===== src/rtl/change_dispenser_if.sv =====
// Bundle of request, inventory-load, solenoid and status signals between the
// vending controller (master) and the change dispenser (slave).
interface change_dispenser_if #(
  parameter int AMT_W = 5,
  parameter int CNT_W = 8
);
  // Change request handshake
  logic             req_valid;
  logic [AMT_W-1:0] req_amount;
  logic             req_ready;

  // Inventory load
  logic             load_en;
  logic [CNT_W-1:0] load_q;
  logic [CNT_W-1:0] load_d;
  logic [CNT_W-1:0] load_n;

  // Hopper solenoids
  logic             eject_q;
  logic             eject_d;
  logic             eject_n;

  // Status
  logic             busy;
  logic             done;
  logic             short;
  logic [AMT_W-1:0] shortfall;
  logic [CNT_W-1:0] inv_q;
  logic [CNT_W-1:0] inv_d;
  logic [CNT_W-1:0] inv_n;

  // Vending controller side
  modport master (
    output req_valid, req_amount, load_en, load_q, load_d, load_n,
    input  req_ready, eject_q, eject_d, eject_n, busy, done, short,
           shortfall, inv_q, inv_d, inv_n
  );

  // Dispenser side
  modport slave (
    input  req_valid, req_amount, load_en, load_q, load_d, load_n,
    output req_ready, eject_q, eject_d, eject_n, busy, done, short,
           shortfall, inv_q, inv_d, inv_n
  );
endinterface


===== src/rtl/change_dispenser.sv =====
// Coin payout controller: pays a nickel-unit amount one coin at a time,
// largest coin first (quarter, dime, nickel), holding each solenoid for a
// fixed pulse followed by a fixed all-off gap. Reports any unpaid remainder.
module change_dispenser #(
  parameter int AMT_W        = 5,
  parameter int CNT_W        = 8,
  parameter int PULSE_CYCLES = 250000000,
  parameter int GAP_CYCLES   = 50000000,
  parameter int TMR_W        = 28
) (
  input logic               clk,
  input logic               rst_n,
  change_dispenser_if.slave bus
);

  typedef enum logic [2:0] {
    ST_IDLE,
    ST_SELECT,
    ST_EJECT,
    ST_GAP,
    ST_DONE
  } state_t;

  // Coin values in nickel units and last timer counts of pulse/gap
  localparam logic [AMT_W-1:0] QUARTER_VAL = AMT_W'(5);
  localparam logic [AMT_W-1:0] DIME_VAL    = AMT_W'(2);
  localparam logic [AMT_W-1:0] NICKEL_VAL  = AMT_W'(1);
  localparam logic [TMR_W-1:0] PULSE_LAST  = TMR_W'(PULSE_CYCLES - 1);
  localparam logic [TMR_W-1:0] GAP_LAST    = TMR_W'(GAP_CYCLES - 1);

  // State and datapath registers
  state_t           r_state;
  logic [AMT_W-1:0] r_rem;
  logic [TMR_W-1:0] r_timer;
  logic [CNT_W-1:0] r_inv_q;
  logic [CNT_W-1:0] r_inv_d;
  logic [CNT_W-1:0] r_inv_n;
  logic             r_eject_q;
  logic             r_eject_d;
  logic             r_eject_n;
  logic [AMT_W-1:0] r_shortfall;
  logic             r_done;
  logic             r_short;

  // Next-state values
  state_t           w_state_next;
  logic [AMT_W-1:0] w_rem_next;
  logic [TMR_W-1:0] w_timer_next;
  logic [CNT_W-1:0] w_inv_q_next;
  logic [CNT_W-1:0] w_inv_d_next;
  logic [CNT_W-1:0] w_inv_n_next;
  logic             w_eject_q_next;
  logic             w_eject_d_next;
  logic             w_eject_n_next;
  logic [AMT_W-1:0] w_shortfall_next;
  logic             w_done_next;
  logic             w_short_next;

  // Coin availability: enough owed and at least one coin in the hopper
  logic w_req_ready;
  logic w_accept;
  logic w_can_q;
  logic w_can_d;
  logic w_can_n;

  // Load has priority over a request arriving in the same idle cycle
  assign w_req_ready = (r_state == ST_IDLE) & ~bus.load_en;
  assign w_accept    = bus.req_valid & w_req_ready;

  assign w_can_q = (r_rem >= QUARTER_VAL) && (r_inv_q != '0);
  assign w_can_d = (r_rem >= DIME_VAL)    && (r_inv_d != '0);
  assign w_can_n = (r_rem >= NICKEL_VAL)  && (r_inv_n != '0);

  // Next-state and datapath decode; every target defaults to hold
  always_comb begin
    w_state_next     = r_state;
    w_rem_next       = r_rem;
    w_timer_next     = r_timer;
    w_inv_q_next     = r_inv_q;
    w_inv_d_next     = r_inv_d;
    w_inv_n_next     = r_inv_n;
    w_eject_q_next   = r_eject_q;
    w_eject_d_next   = r_eject_d;
    w_eject_n_next   = r_eject_n;
    w_shortfall_next = r_shortfall;
    w_done_next      = 1'b0;
    w_short_next     = 1'b0;

    case (r_state)
      ST_IDLE: begin
        if (bus.load_en) begin
          // Replace, not add: the operator loads an absolute count
          w_inv_q_next = bus.load_q;
          w_inv_d_next = bus.load_d;
          w_inv_n_next = bus.load_n;
        end else if (w_accept) begin
          w_rem_next       = bus.req_amount;
          w_shortfall_next = '0;
          w_timer_next     = '0;
          w_state_next     = ST_SELECT;
        end
      end

      ST_SELECT: begin
        w_timer_next = '0;
        if (r_rem == '0) begin
          w_done_next  = 1'b1;
          w_state_next = ST_DONE;
        end else if (w_can_q) begin
          w_rem_next     = r_rem - QUARTER_VAL;
          w_inv_q_next   = r_inv_q - 1'b1;
          w_eject_q_next = 1'b1;
          w_state_next   = ST_EJECT;
        end else if (w_can_d) begin
          w_rem_next     = r_rem - DIME_VAL;
          w_inv_d_next   = r_inv_d - 1'b1;
          w_eject_d_next = 1'b1;
          w_state_next   = ST_EJECT;
        end else if (w_can_n) begin
          w_rem_next     = r_rem - NICKEL_VAL;
          w_inv_n_next   = r_inv_n - 1'b1;
          w_eject_n_next = 1'b1;
          w_state_next   = ST_EJECT;
        end else begin
          // Greedy cannot continue: whatever is left goes unpaid
          w_shortfall_next = r_rem;
          w_done_next      = 1'b1;
          w_short_next     = 1'b1;
          w_state_next     = ST_DONE;
        end
      end

      ST_EJECT: begin
        if (r_timer == PULSE_LAST) begin
          w_timer_next   = '0;
          w_eject_q_next = 1'b0;
          w_eject_d_next = 1'b0;
          w_eject_n_next = 1'b0;
          w_state_next   = ST_GAP;
        end else begin
          w_timer_next = r_timer + 1'b1;
        end
      end

      ST_GAP: begin
        if (r_timer == GAP_LAST) begin
          w_timer_next = '0;
          w_state_next = ST_SELECT;
        end else begin
          w_timer_next = r_timer + 1'b1;
        end
      end

      ST_DONE: begin
        w_state_next = ST_IDLE;
      end

      default: begin
        w_state_next   = ST_IDLE;
        w_eject_q_next = 1'b0;
        w_eject_d_next = 1'b0;
        w_eject_n_next = 1'b0;
      end
    endcase
  end

  // State register; reset drops any solenoid immediately and clears accounting
  always_ff @(posedge clk or negedge rst_n) begin
    if (!rst_n) begin
      r_state     <= ST_IDLE;
      r_rem       <= '0;
      r_timer     <= '0;
      r_inv_q     <= '0;
      r_inv_d     <= '0;
      r_inv_n     <= '0;
      r_eject_q   <= 1'b0;
      r_eject_d   <= 1'b0;
      r_eject_n   <= 1'b0;
      r_shortfall <= '0;
      r_done      <= 1'b0;
      r_short     <= 1'b0;
    end else begin
      r_state     <= w_state_next;
      r_rem       <= w_rem_next;
      r_timer     <= w_timer_next;
      r_inv_q     <= w_inv_q_next;
      r_inv_d     <= w_inv_d_next;
      r_inv_n     <= w_inv_n_next;
      r_eject_q   <= w_eject_q_next;
      r_eject_d   <= w_eject_d_next;
      r_eject_n   <= w_eject_n_next;
      r_shortfall <= w_shortfall_next;
      r_done      <= w_done_next;
      r_short     <= w_short_next;
    end
  end

  assign bus.req_ready = w_req_ready;
  assign bus.eject_q   = r_eject_q;
  assign bus.eject_d   = r_eject_d;
  assign bus.eject_n   = r_eject_n;
  assign bus.busy      = (r_state != ST_IDLE);
  assign bus.done      = r_done;
  assign bus.short     = r_short;
  assign bus.shortfall = r_shortfall;
  assign bus.inv_q     = r_inv_q;
  assign bus.inv_d     = r_inv_d;
  assign bus.inv_n     = r_inv_n;

endmodule


===== src/flat_wrapper.sv =====
// flat-port wrapper written by rule: the top's interface ports become plain ports
module change_dispenser_flat 
#(
  parameter int AMT_W        = 5,
  parameter int CNT_W        = 8,
  parameter int PULSE_CYCLES = 250000000,
  parameter int GAP_CYCLES   = 50000000,
  parameter int TMR_W        = 28
)
  (clk, rst_n, bus_req_valid, bus_req_amount, bus_load_en, bus_load_q, bus_load_d, bus_load_n, bus_req_ready, bus_eject_q, bus_eject_d, bus_eject_n, bus_busy, bus_done, bus_short, bus_shortfall, bus_inv_q, bus_inv_d, bus_inv_n);
  change_dispenser_if #(.AMT_W(AMT_W), .CNT_W(CNT_W)) bus_i ();
  input logic clk;
  input logic rst_n;
  input wire logic [$bits(bus_i.req_valid)-1:0] bus_req_valid;
  input wire logic [$bits(bus_i.req_amount)-1:0] bus_req_amount;
  input wire logic [$bits(bus_i.load_en)-1:0] bus_load_en;
  input wire logic [$bits(bus_i.load_q)-1:0] bus_load_q;
  input wire logic [$bits(bus_i.load_d)-1:0] bus_load_d;
  input wire logic [$bits(bus_i.load_n)-1:0] bus_load_n;
  output wire logic [$bits(bus_i.req_ready)-1:0] bus_req_ready;
  output wire logic [$bits(bus_i.eject_q)-1:0] bus_eject_q;
  output wire logic [$bits(bus_i.eject_d)-1:0] bus_eject_d;
  output wire logic [$bits(bus_i.eject_n)-1:0] bus_eject_n;
  output wire logic [$bits(bus_i.busy)-1:0] bus_busy;
  output wire logic [$bits(bus_i.done)-1:0] bus_done;
  output wire logic [$bits(bus_i.short)-1:0] bus_short;
  output wire logic [$bits(bus_i.shortfall)-1:0] bus_shortfall;
  output wire logic [$bits(bus_i.inv_q)-1:0] bus_inv_q;
  output wire logic [$bits(bus_i.inv_d)-1:0] bus_inv_d;
  output wire logic [$bits(bus_i.inv_n)-1:0] bus_inv_n;
  assign bus_i.req_valid = bus_req_valid;
  assign bus_i.req_amount = bus_req_amount;
  assign bus_i.load_en = bus_load_en;
  assign bus_i.load_q = bus_load_q;
  assign bus_i.load_d = bus_load_d;
  assign bus_i.load_n = bus_load_n;
  assign bus_req_ready = bus_i.req_ready;
  assign bus_eject_q = bus_i.eject_q;
  assign bus_eject_d = bus_i.eject_d;
  assign bus_eject_n = bus_i.eject_n;
  assign bus_busy = bus_i.busy;
  assign bus_done = bus_i.done;
  assign bus_short = bus_i.short;
  assign bus_shortfall = bus_i.shortfall;
  assign bus_inv_q = bus_i.inv_q;
  assign bus_inv_d = bus_i.inv_d;
  assign bus_inv_n = bus_i.inv_n;
  change_dispenser #(.AMT_W(AMT_W), .CNT_W(CNT_W), .PULSE_CYCLES(PULSE_CYCLES), .GAP_CYCLES(GAP_CYCLES), .TMR_W(TMR_W)) u_core (.clk(clk), .rst_n(rst_n), .bus(bus_i));
endmodule

===== config.mk =====
export PLATFORM = sky130hd
export DESIGN_NAME = change_dispenser_flat
export DESIGN_NICKNAME = d
export VERILOG_FILES = /design/src/rtl/change_dispenser_if.sv /design/src/rtl/change_dispenser.sv /design/src/flat_wrapper.sv
export SDC_FILE = /design/constraint.sdc
export NUM_CORES = 1
export LEC_CHECK = 0
export ABC_CLOCK_PERIOD_IN_PS = 3000
export CAP_MARGIN = 20
export CORE_MARGIN = 4
export CORE_UTILIZATION = 40
export DETAILED_ROUTE_END_ITERATION = 7
export PLACE_DENSITY = 0.69
export SETUP_SLACK_MARGIN = 0.5
export SYNTH_ARGS = -nofsm -noshare
export SYNTH_HDL_FRONTEND = slang
export SYNTH_SLANG_ARGS = --single-unit

===== constraint.sdc =====
create_clock -name clk -period 3 [get_ports clk]
set_input_delay 0.6 -clock clk [delete_from_list [all_inputs] [get_ports clk]]
set_output_delay 0.6 -clock clk [all_outputs]
set_load 0.01 [all_outputs]

======== Word-level counts from Yosys, hierarchy flattened ========
Index checks and enable logic that the tools add are counted.
operators by class
  add/sub/neg operators ................... 7
  magnitude comparators ................... 3
  eq/ne operators ......................... 19
  muxes and demuxes ....................... 63
  bitwise logic cells ..................... 4
  reduce and logical (&&, ||, !) cells .... 22
operators with widths
  cell                     number
  $mux W28                 4
  $pmux W28 S4             1
  $mux W8                  12
  $mux W5                  12
  $pmux W8 S2              3
  $add A28 B1 Y28 const B  1
  $eq A28 B26 Y1 const B   1
  $eq A28 B28 Y1 const B   1
  $mux W3                  8
  $reduce_bool A8 Y1       3
  $sub A8 B1 Y8 const B    3
  $pmux W5 S2              2
  $mux W1                  17
  $reduce_and A5 Y1        3
  $ne A2 B1 Y1 const B     6
  $ne A2 B2 Y1 const B     6
  $pmux W3 S4              1
  $reduce_and A4 Y1        3
  $reduce_and A6 Y1        2
  $pmux W1 S3              3
  $reduce_and A7 Y1        1
  $eq A3 B2 Y1 const B     2
  $ge A5 B1 Y1 const B     1
  $ge A5 B2 Y1 const B     1
  other kinds (17)         21
storage, ports and cells
  bits in registers ....................... 70
  word-level logic and storage cells ...... 130

======== Longest topological paths before layout ========
Gate-level depths: netlist of the first run.
  word-level depth ........................ 7
  gate-level depth with buffers ........... 9
  depth with buffers taken out ............ 7

======== Least setup slack after synthesis of the first run ========
OpenSTA, ideal clock, no wires.
  path kind ............................... flip-flop to flip-flop
  start point ............................. register u_core.r_inv_n[0], in the netlist u_core.bus.inv_n[0]
  end point ............................... register u_core.r_shortfall[2], in the netlist u_core.bus.shortfall[2]
  library setup time ...................... 121 ps
  data arrival time ....................... 2395 ps
  path slack .............................. 484 ps
  cell stages (with the launch flop) ...... 9
  path buffers ............................ 1
  clock period less this slack ............ 2516 ps
  cells stage by stage .................... dfrtp_1 -> inv_1 -> ha_1 -> or4b_4 -> or4_4 -> buf_6 -> a211o_1 -> a21o_1 -> a22o_1
on the way
  longest elaborated chain between the ends .. 4
RTL lines
  what                                line                     RTL
  from (decl)                         change_dispenser.sv:37   logic [CNT_W-1:0] r_inv_n;
  from (signal assigned)              change_dispenser.sv:188  r_inv_n <= w_inv_n_next;
  $reduce_bool A8 Y1                  change_dispenser.sv:72   assign w_can_n = (r_rem >= NICKEL_VAL) && (r_inv_n != '0);
  $logic_and A1 B1 Y1                 change_dispenser.sv:72
  $ne A2 B2 Y1 (no source line)       -
  $reduce_and A7 Y1 (no source line)  -
  to (signal assigned)                change_dispenser.sv:192  r_shortfall <= w_shortfall_next;
  to (decl)                           change_dispenser.sv:41   logic [AMT_W-1:0] r_shortfall;
No other way between the ends.
A chain may end at the register's enable or synchronous reset.

======== Final worst setup path of the first run ========
  start point ............................. register u_core.r_inv_n[1], in the netlist u_core.bus.inv_n[1]
  end point ............................... register u_core.r_shortfall[1], in the netlist u_core.bus.shortfall[1]
Same word-level chain as after synthesis.

==> flow_summary.json, run 1 <==
{
  "status": "complete, no violations",
  "slew_viol_final": 0,
  "grtUsageMet3_pct": 3.42,
  "synthTopCellsByCount": "70 x dfrtp_1, 48 x nor2_1, 40 x nand2_1, 33 x o21ai_0",
  "critPathMaxFanout": 5,
  "timing.fmax_ghz": 0.403,
  "async_flop_share_pct": 100,
  "syn_area_mm2": 0.00443,
  "skew_ps": 12.8,
  "yosysSeqAreaShare_pct": 39.5,
  "finalNetCount": 637,
  "worstPathRequired_ps": 3250,
  "cp.arrival_ps": 2730,
  "initial_core_util_pct": 40.9,
  "netlist_top_cells_area": "dfrtp_1 40%, nor2_1 4.1%, o21ai_0 3.7%",
  "clk_pin_slew_ps": 80,
  "ys_warn_count": 0,
  "cts_buffers": 9,
  "max-cap-violations": 0,
  "cp-end-kind": "flop",
  "syn_avg_cell_area_um2": 8.67,
  "cts_hold_buf": 0,
  "power.total_w": 0.00177,
  "antenna_found_initial": 0,
  "peakVddDrop_uv": 217,
  "io_pins": 69,
  "hold_viol_final": 0,
  "dieWidth_um": 113,
  "p_sw_w": 0.000394,
  "initialDrtViolationCount": 276,
  "drc": 0,
  "fin_crit_ps": 2480,
  "cts_buffer_depth": 2,
  "syn_to_final_growth_pct": 28.4,
  "post_drt_via_cell_ratio": 5.86,
  "synth_top_area_share_pct": 39.5,
  "core-area_mm2": 0.0108,
  "grt_first_pass_wirelength_mm": 20.2,
  "pwr-share-seq_pct": 53.2,
  "drive_above_1_share_pct": 14.1,
  "ant_nets": 0,
  "grt_usage_pct": 19.2,
  "ys_types": 72,
  "gr-total-overflow": 0,
  "multiInputGateArea_mm2": 0.00255,
  "comb_power_share_pct": 4.5,
  "start_kind": "flop",
  "synth_flop_cell": "dfrtp_1",
  "synth_enable_flop_cells": 0,
  "die_area_mm2": 0.0128,
  "fill_cells": 985,
  "rsz0062_at_grt": "true",
  "grt_pass1_vias": 4165,
  "wirelength_mm": 12.2,
  "grt_max_degree": 42,
  "cts_tree": "done",
  "insertion_delay_ps": 370,
  "vias": 4310,
  "slew_headroom_pct": 53.4,
  "ys_ff_latch": 70,
  "period_share_pct": 82.7,
  "use_met1_pct": 25.2,
  "critical_path_class": "reg -> reg",
  "wire_per_inst_um": 16.5,
  "portBuffers": 68,
  "internal-power_w": 0.00138,
  "synth_top_area_cell": "dfrtp_1",
  "hold_path_class": "in -> async",
  "gp_congestion": 0.890,
  "synth.most_common_cell": "dfrtp_1",
  "cts_sinks": 70,
  "die_y_um": 113,
  "use_met2_pct": 30.3,
  "pwr-share-clk_pct": 42.2,
  "cts_root_buf": "clkbuf_8",
  "rows": 38,
  "hpwl_mm": 8.43,
  "p_per_area_mw_per_mm2": 311,
  "p_leak_nw": 2.26,
  "fin_tns_setup_ps": 0,
  "synth_fp_nets": 556,
  "worst_slew_pin_slew_ps": 699,
  "cts_htree_levels": 3,
  "p_sw_share_pct": 22.3,
  "setup_viol": 0,
  "dr.pass1.iters": 5,
  "synth_cells": 511,
  "grt_busiest_layer": "met2",
  "diodes": 0,
  "seqCellArea_mm2": 0.00176
}
layer usage:
metal  wire length (um)  up-vias  share of wire [%]
li1                   -     2082                  -
met1               5300     2075                 44
met2               5810      125                 48
met3                697       28                5.7
met4                356        0                2.9
met5                  0        -                  0
final cells by class:
| type | count | area share (%) |
|---|---|---|
| Multi-Input combinational cell | 385 | 44.7 |
| Sequential cell | 70 | 30.8 |
| Timing Repair Buffer | 100 | 16.3 |
| Clock buffer | 15 | 3.28 |
| Tap cell | 140 | 3.08 |
| Inverter | 26 | 1.78 |
what timing repair did:
item                       4_1_cts  5_1_grt
gates resized for setup         17        9
setup buffers                   10        9
pin swaps                        7        5
cloned                           0        0
setup endpoints to repair       28       41
metrics by stage:
stage          worst slack, ps  hold WS, ps  std cells  instance area (um^2)  util, %
2_1_floorplan              505          304        511                  4430        -
3_3_place_gp               268          482        702                  5260     48.5
3_5_place_dp               234          490        702                  5260     48.5
4_1_cts                    425          294        727                  5590     51.5
5_1_grt                    477          332        736                  5690     52.5
6_report                   520          270        736                  5690     52.5
cell usage in the layout, fill, tap and decap left out, types with 6 or more instances in the layout:
| master | Yosys | final |
|---|---|---|
| a22oi_1 | 8 | 7 |
| inv_1 | 26 | 23 |
| clkbuf_8 | 1 | 13 |
| xnor2_1 | 15 | 15 |
| a22o_1 | 7 | 6 |
| nor2_1 | 48 | 48 |
| or4_1 | 7 | 7 |
| clkdlybuf4s50_1 | 0 | 66 |
| nand3_1 | 25 | 24 |
| nand2_1 | 40 | 40 |
| a31oi_1 | 13 | 13 |
| a21oi_1 | 26 | 24 |
| nor3_1 | 22 | 22 |
| o22ai_1 | 8 | 8 |
| o21ai_0 | 33 | 32 |
| ha_1 | 12 | 11 |
| nor4_1 | 12 | 12 |
| buf_4 | 2 | 31 |
| nand4_1 | 6 | 6 |
| dfrtp_1 | 70 | 67 |
cells by family (layout without fill, tap and decap cells):
group | Yosys count | in the layout | synth area share (%)
xor+xnor | 15 | 15 | 2.96
buf+inv | 56 | 141 | 5.31
flops | 70 | 70 | 39.5
compound gates | 145 | 145 | 22.8
mux | 4 | 4 | 0.960
fa+ha+maj | 12 | 12 | 3.39
simple gates | 209 | 209 | 25.0
state kept, by name, indices dropped and copies added (netlist names):
| register | cells |
|---|---|
| u_core.bus.inv_q | 8 |
| u_core.bus.done | 1 |
| u_core.bus.inv_n | 8 |
| u_core.bus.inv_d | 8 |
| u_core.bus.eject_d | 1 |
| u_core.bus.eject_n | 1 |
| u_core.bus.shortfall | 5 |
| u_core.r_rem | 5 |
| u_core.bus.short | 1 |
| u_core.r_timer | 28 |
| u_core.r_state | 3 |
| u_core.bus.eject_q | 1 |
worst paths after layout:
check / start / to / slack, ps / cells after the start
setup / recovery: u_core.bus.inv_n[1]$_DFFE_PN0P_ / u_core.bus.shortfall[1]$_DFFE_PN0P_ / 520 / 7
hold reg to reg: u_core.bus.shortfall[3]$_DFFE_PN0P_ / u_core.bus.shortfall[3]$_DFFE_PN0P_ / 510 / 1
max in group asynchronous: rst_n / u_core.r_timer[17]$_DFFE_PN0P_ / 2050 / 2
hold / removal: rst_n / u_core.bus.shortfall[4]$_DFFE_PN0P_ / 270 / 1
min in group clk: u_core.bus.shortfall[3]$_DFFE_PN0P_ / u_core.bus.shortfall[3]$_DFFE_PN0P_ / 510 / 1
setup reg to reg: u_core.bus.inv_n[1]$_DFFE_PN0P_ / u_core.bus.shortfall[1]$_DFFE_PN0P_ / 520 / 7
critical path, stage by stage, from the launching register on:
cell     delay (ps)
dfrtp_1         400
inv_2            90
ha_4            130
or4b_4          460
or4_4           490
a211o_4         380
a21o_4          230
a22o_1          180
power by group through the flow:
stage,Combinational (W),Clock [W],Sequential (W)
2_1_floorplan,0.0000130,0,0.000962
3_3_place_gp,0.0000814,0,0.000961
3_5_place_dp,0.0000814,0,0.000961
4_1_cts,0.0000825,0.000772,0.000943
5_1_grt,0.0000886,0.000814,0.000942
6_report,0.0000805,0.000748,0.000943
Note: power is estimated with default switching activity, not from simulation.
==> run 2, diff against run 1 <==
--- a/config.mk
+++ b/config.mk
@@ -5,12 +5,12 @@
 export SDC_FILE = /design/constraint.sdc
 export NUM_CORES = 1
 export LEC_CHECK = 0
-export ABC_CLOCK_PERIOD_IN_PS = 3000
+export ABC_CLOCK_PERIOD_IN_PS = 2200
 export CAP_MARGIN = 20
 export CORE_MARGIN = 4
 export CORE_UTILIZATION = 40
 export DETAILED_ROUTE_END_ITERATION = 7
-export PLACE_DENSITY = 0.69
+export PLACE_DENSITY = 0.72
 export SETUP_SLACK_MARGIN = 0.5
 export SYNTH_ARGS = -nofsm -noshare
 export SYNTH_HDL_FRONTEND = slang
==> constraint.sdc (replaced) <==
create_clock -name clk -period 2.2 [get_ports clk]
set_input_delay 0.44 -clock clk [delete_from_list [all_inputs] [get_ports clk]]
set_output_delay 0.44 -clock clk [all_outputs]
set_load 0.01 [all_outputs]
==> run 2 against run 1 <==
The run now ends with setup timing left. Via count grew 14%. Core utilization grew 12 points. Sequential cell count is the same. Largest power group unchanged. Highest routed layer unchanged.
==> flow_summary.json, run 2 (synthesis results as in run 1) <==
{
  "status": "finished, violations left",
  "failed_checks": "setup timing",
  "slew_viol_final": 0,
  "critical_path_class": "reg -> reg",
  "die_y_um": 113,
  "io_pins": 69,
  "cp.arrival_ps": 2760,
  "reg2reg_from": "u_core.bus.inv_n[0]$_DFFE_PN0P_",
  "post_drt_via_cell_ratio": 6.01,
  "rows": 38,
  "period_share_pct": 112,
  "gp_congestion": 0.905,
  "vias": 4908,
  "layout_common_cells": "78 x buf_4, 61 x dfrtp_1, 38 x nand2_1, 35 x nor2_1, 33 x clkdlybuf4s50_1",
  "fin_crit_ps": 2460,
  "comb_power_share_pct": 4.5,
  "drc": 0,
  "rsz0062_at_grt": "true",
  "peakVddDrop_uv": 350,
  "wire_per_inst_um": 18.2,
  "p_per_area_mw_per_mm2": 380,
  "cp-end-kind": "flop",
  "timing.fmax_ghz": 0.407,
  "worstPathRequired_ps": 2510,
  "hold_viol_final": 0,
  "drive_above_1_share_pct": 35.9,
  "dr.pass1.iters": 5,
  "antenna_found_initial": 0,
  "cts_buffers": 9,
  "largest_register_ffs": 28,
  "pwr-share-clk_pct": 47.3,
  "slew_headroom_pct": 62.5,
  "dp.cells": 749,
  "p_sw_w": 0.000608,
  "die_area_mm2": 0.0128,
  "cts_hold_buf": 0,
  "portBuffers": 68,
  "reg2reg_depth": 8,
  "grt_first_pass_wirelength_mm": 22.9,
  "syn_to_final_growth_pct": 58.4,
  "dieWidth_um": 113,
  "grt_usage_pct": 21.9,
  "r2r-end": "u_core.bus.shortfall[1]$_DFFE_PN0P_",
  "p_leak_nw": 2.96,
  "fin_tns_setup_ps": -3670,
  "grt_max_degree": 71,
  "critPathMaxFanout": 5,
  "hold_path_class": "in -> async",
  "diodes": 0,
  "p_sw_share_pct": 22.8,
  "cts_root_buf": "clkbuf_8",
  "stdcell_count": 816,
  "skew_ps": 21.1,
  "grt_pass1_vias": 4685,
  "finalNetCount": 716,
  "ant_nets": 0,
  "largest_register": "u_core.r_timer",
  "r2r_slack_ps": -260,
  "clk_pin_slew_ps": 90,
  "cts_tree": "done",
  "fill_cells": 795,
  "layout_commonest_cell": "buf_4",
  "worst_slew_pin_slew_ps": 548,
  "cts_buffer_depth": 2,
  "pwr-share-seq_pct": 48.2,
  "gr-total-overflow": 0,
  "initialDrtViolationCount": 459,
  "cts_htree_levels": 3,
  "max-cap-violations": 0,
  "start_kind": "flop",
  "preCtsSetupSlack_ps": -218,
  "wirelength_mm": 14.9,
  "internal-power_w": 0.00206,
  "setup_viol": 22,
  "core-area_mm2": 0.0108,
  "hpwl_mm": 9.44,
  "initial_core_util_pct": 40.9,
  "cts_sinks": 70,
  "insertion_delay_ps": 360,
  "setup_ws_ps": -256
}
run 2: how the worst max path moves through the flow:
stage	from	endpoint	slack (ps)
5_1_grt	u_core.bus.inv_n[0]$_DFFE_PN0P_	u_core.r_rem[1]$_DFFE_PN0P_	-350
2_1_floorplan	u_core.bus.inv_n[0]$_DFFE_PN0P_	u_core.bus.shortfall[2]$_DFFE_PN0P_	-260
6_report	u_core.bus.inv_n[0]$_DFFE_PN0P_	u_core.bus.shortfall[1]$_DFFE_PN0P_	-260
4_1_cts	u_core.bus.inv_n[0]$_DFFE_PN0P_	u_core.bus.shortfall[4]$_DFFE_PN0P_	-210
3_3_place_gp	u_core.bus.inv_n[0]$_DFFE_PN0P_	u_core.bus.shortfall[3]$_DFFE_PN0P_	-160
3_5_place_dp	u_core.bus.inv_n[0]$_DFFE_PN0P_	u_core.bus.shortfall[1]$_DFFE_PN0P_	-220
run 2: cell type report:
class                      count  area, um^2  share of cell area (%)
inverter                      26         105                    1.50
clock buffer                  12         155                    2.21
multi-input combinational    386        3130                    44.5
tap                          140         175                    2.49
sequential                    70        1760                    25.1
timing repair buffer         178        1620                    23.1
clock inverter                 4        77.6                    1.10
run 2: per-layer routing:
layer / vias up / routed length (um) / GRT usage [%]
met5: - / 0 / 0
met4: 0 / 377 / 8.73
met3: 40 / 909 / 4.01
met2: 211 / 7470 / 37.7
met1: 2423 / 6110 / 27.3
li1: 2234 / - / -
run 2: what timing repair did:
item	4_1_cts	5_1_grt
gates cloned	2	1
pin swaps	12	22
gates resized for setup	75	94
endpoints found under the setup margin	103	71
setup buffers	17	31
run 2: power by group through the flow:
stage | registers (W) | clock network (W) | logic, W
2_1_floorplan | 0.00131 | 0 | 0.0000193
3_3_place_gp | 0.00131 | 0 | 0.000117
3_5_place_dp | 0.00131 | 0 | 0.000119
4_1_cts | 0.00129 | 0.00127 | 0.000120
5_1_grt | 0.00129 | 0.00134 | 0.000131
6_report | 0.00129 | 0.00126 | 0.000121
run 2: per-stage QoR:
step	util [%]	hold WS [ps]	cell area [um^2]	total power, W
4_1_cts	59.3	107	6430	0.00267
2_1_floorplan	-	144	4760	0.00133
5_1_grt	64.8	109	7020	0.00275
3_5_place_dp	54.6	491	5920	0.00143
6_report	64.8	96.3	7020	0.00267
3_3_place_gp	54.6	484	5920	0.00143
run 2: worst max-delay path: stages, from the launching register on:
cell       delay (ps)
dfrtp_1           400
inv_2              90
ha_4              130
or4b_4            460
or4_4             480
buf_4             170
a2111oi_4         330
and2_4            210
a22o_1            130
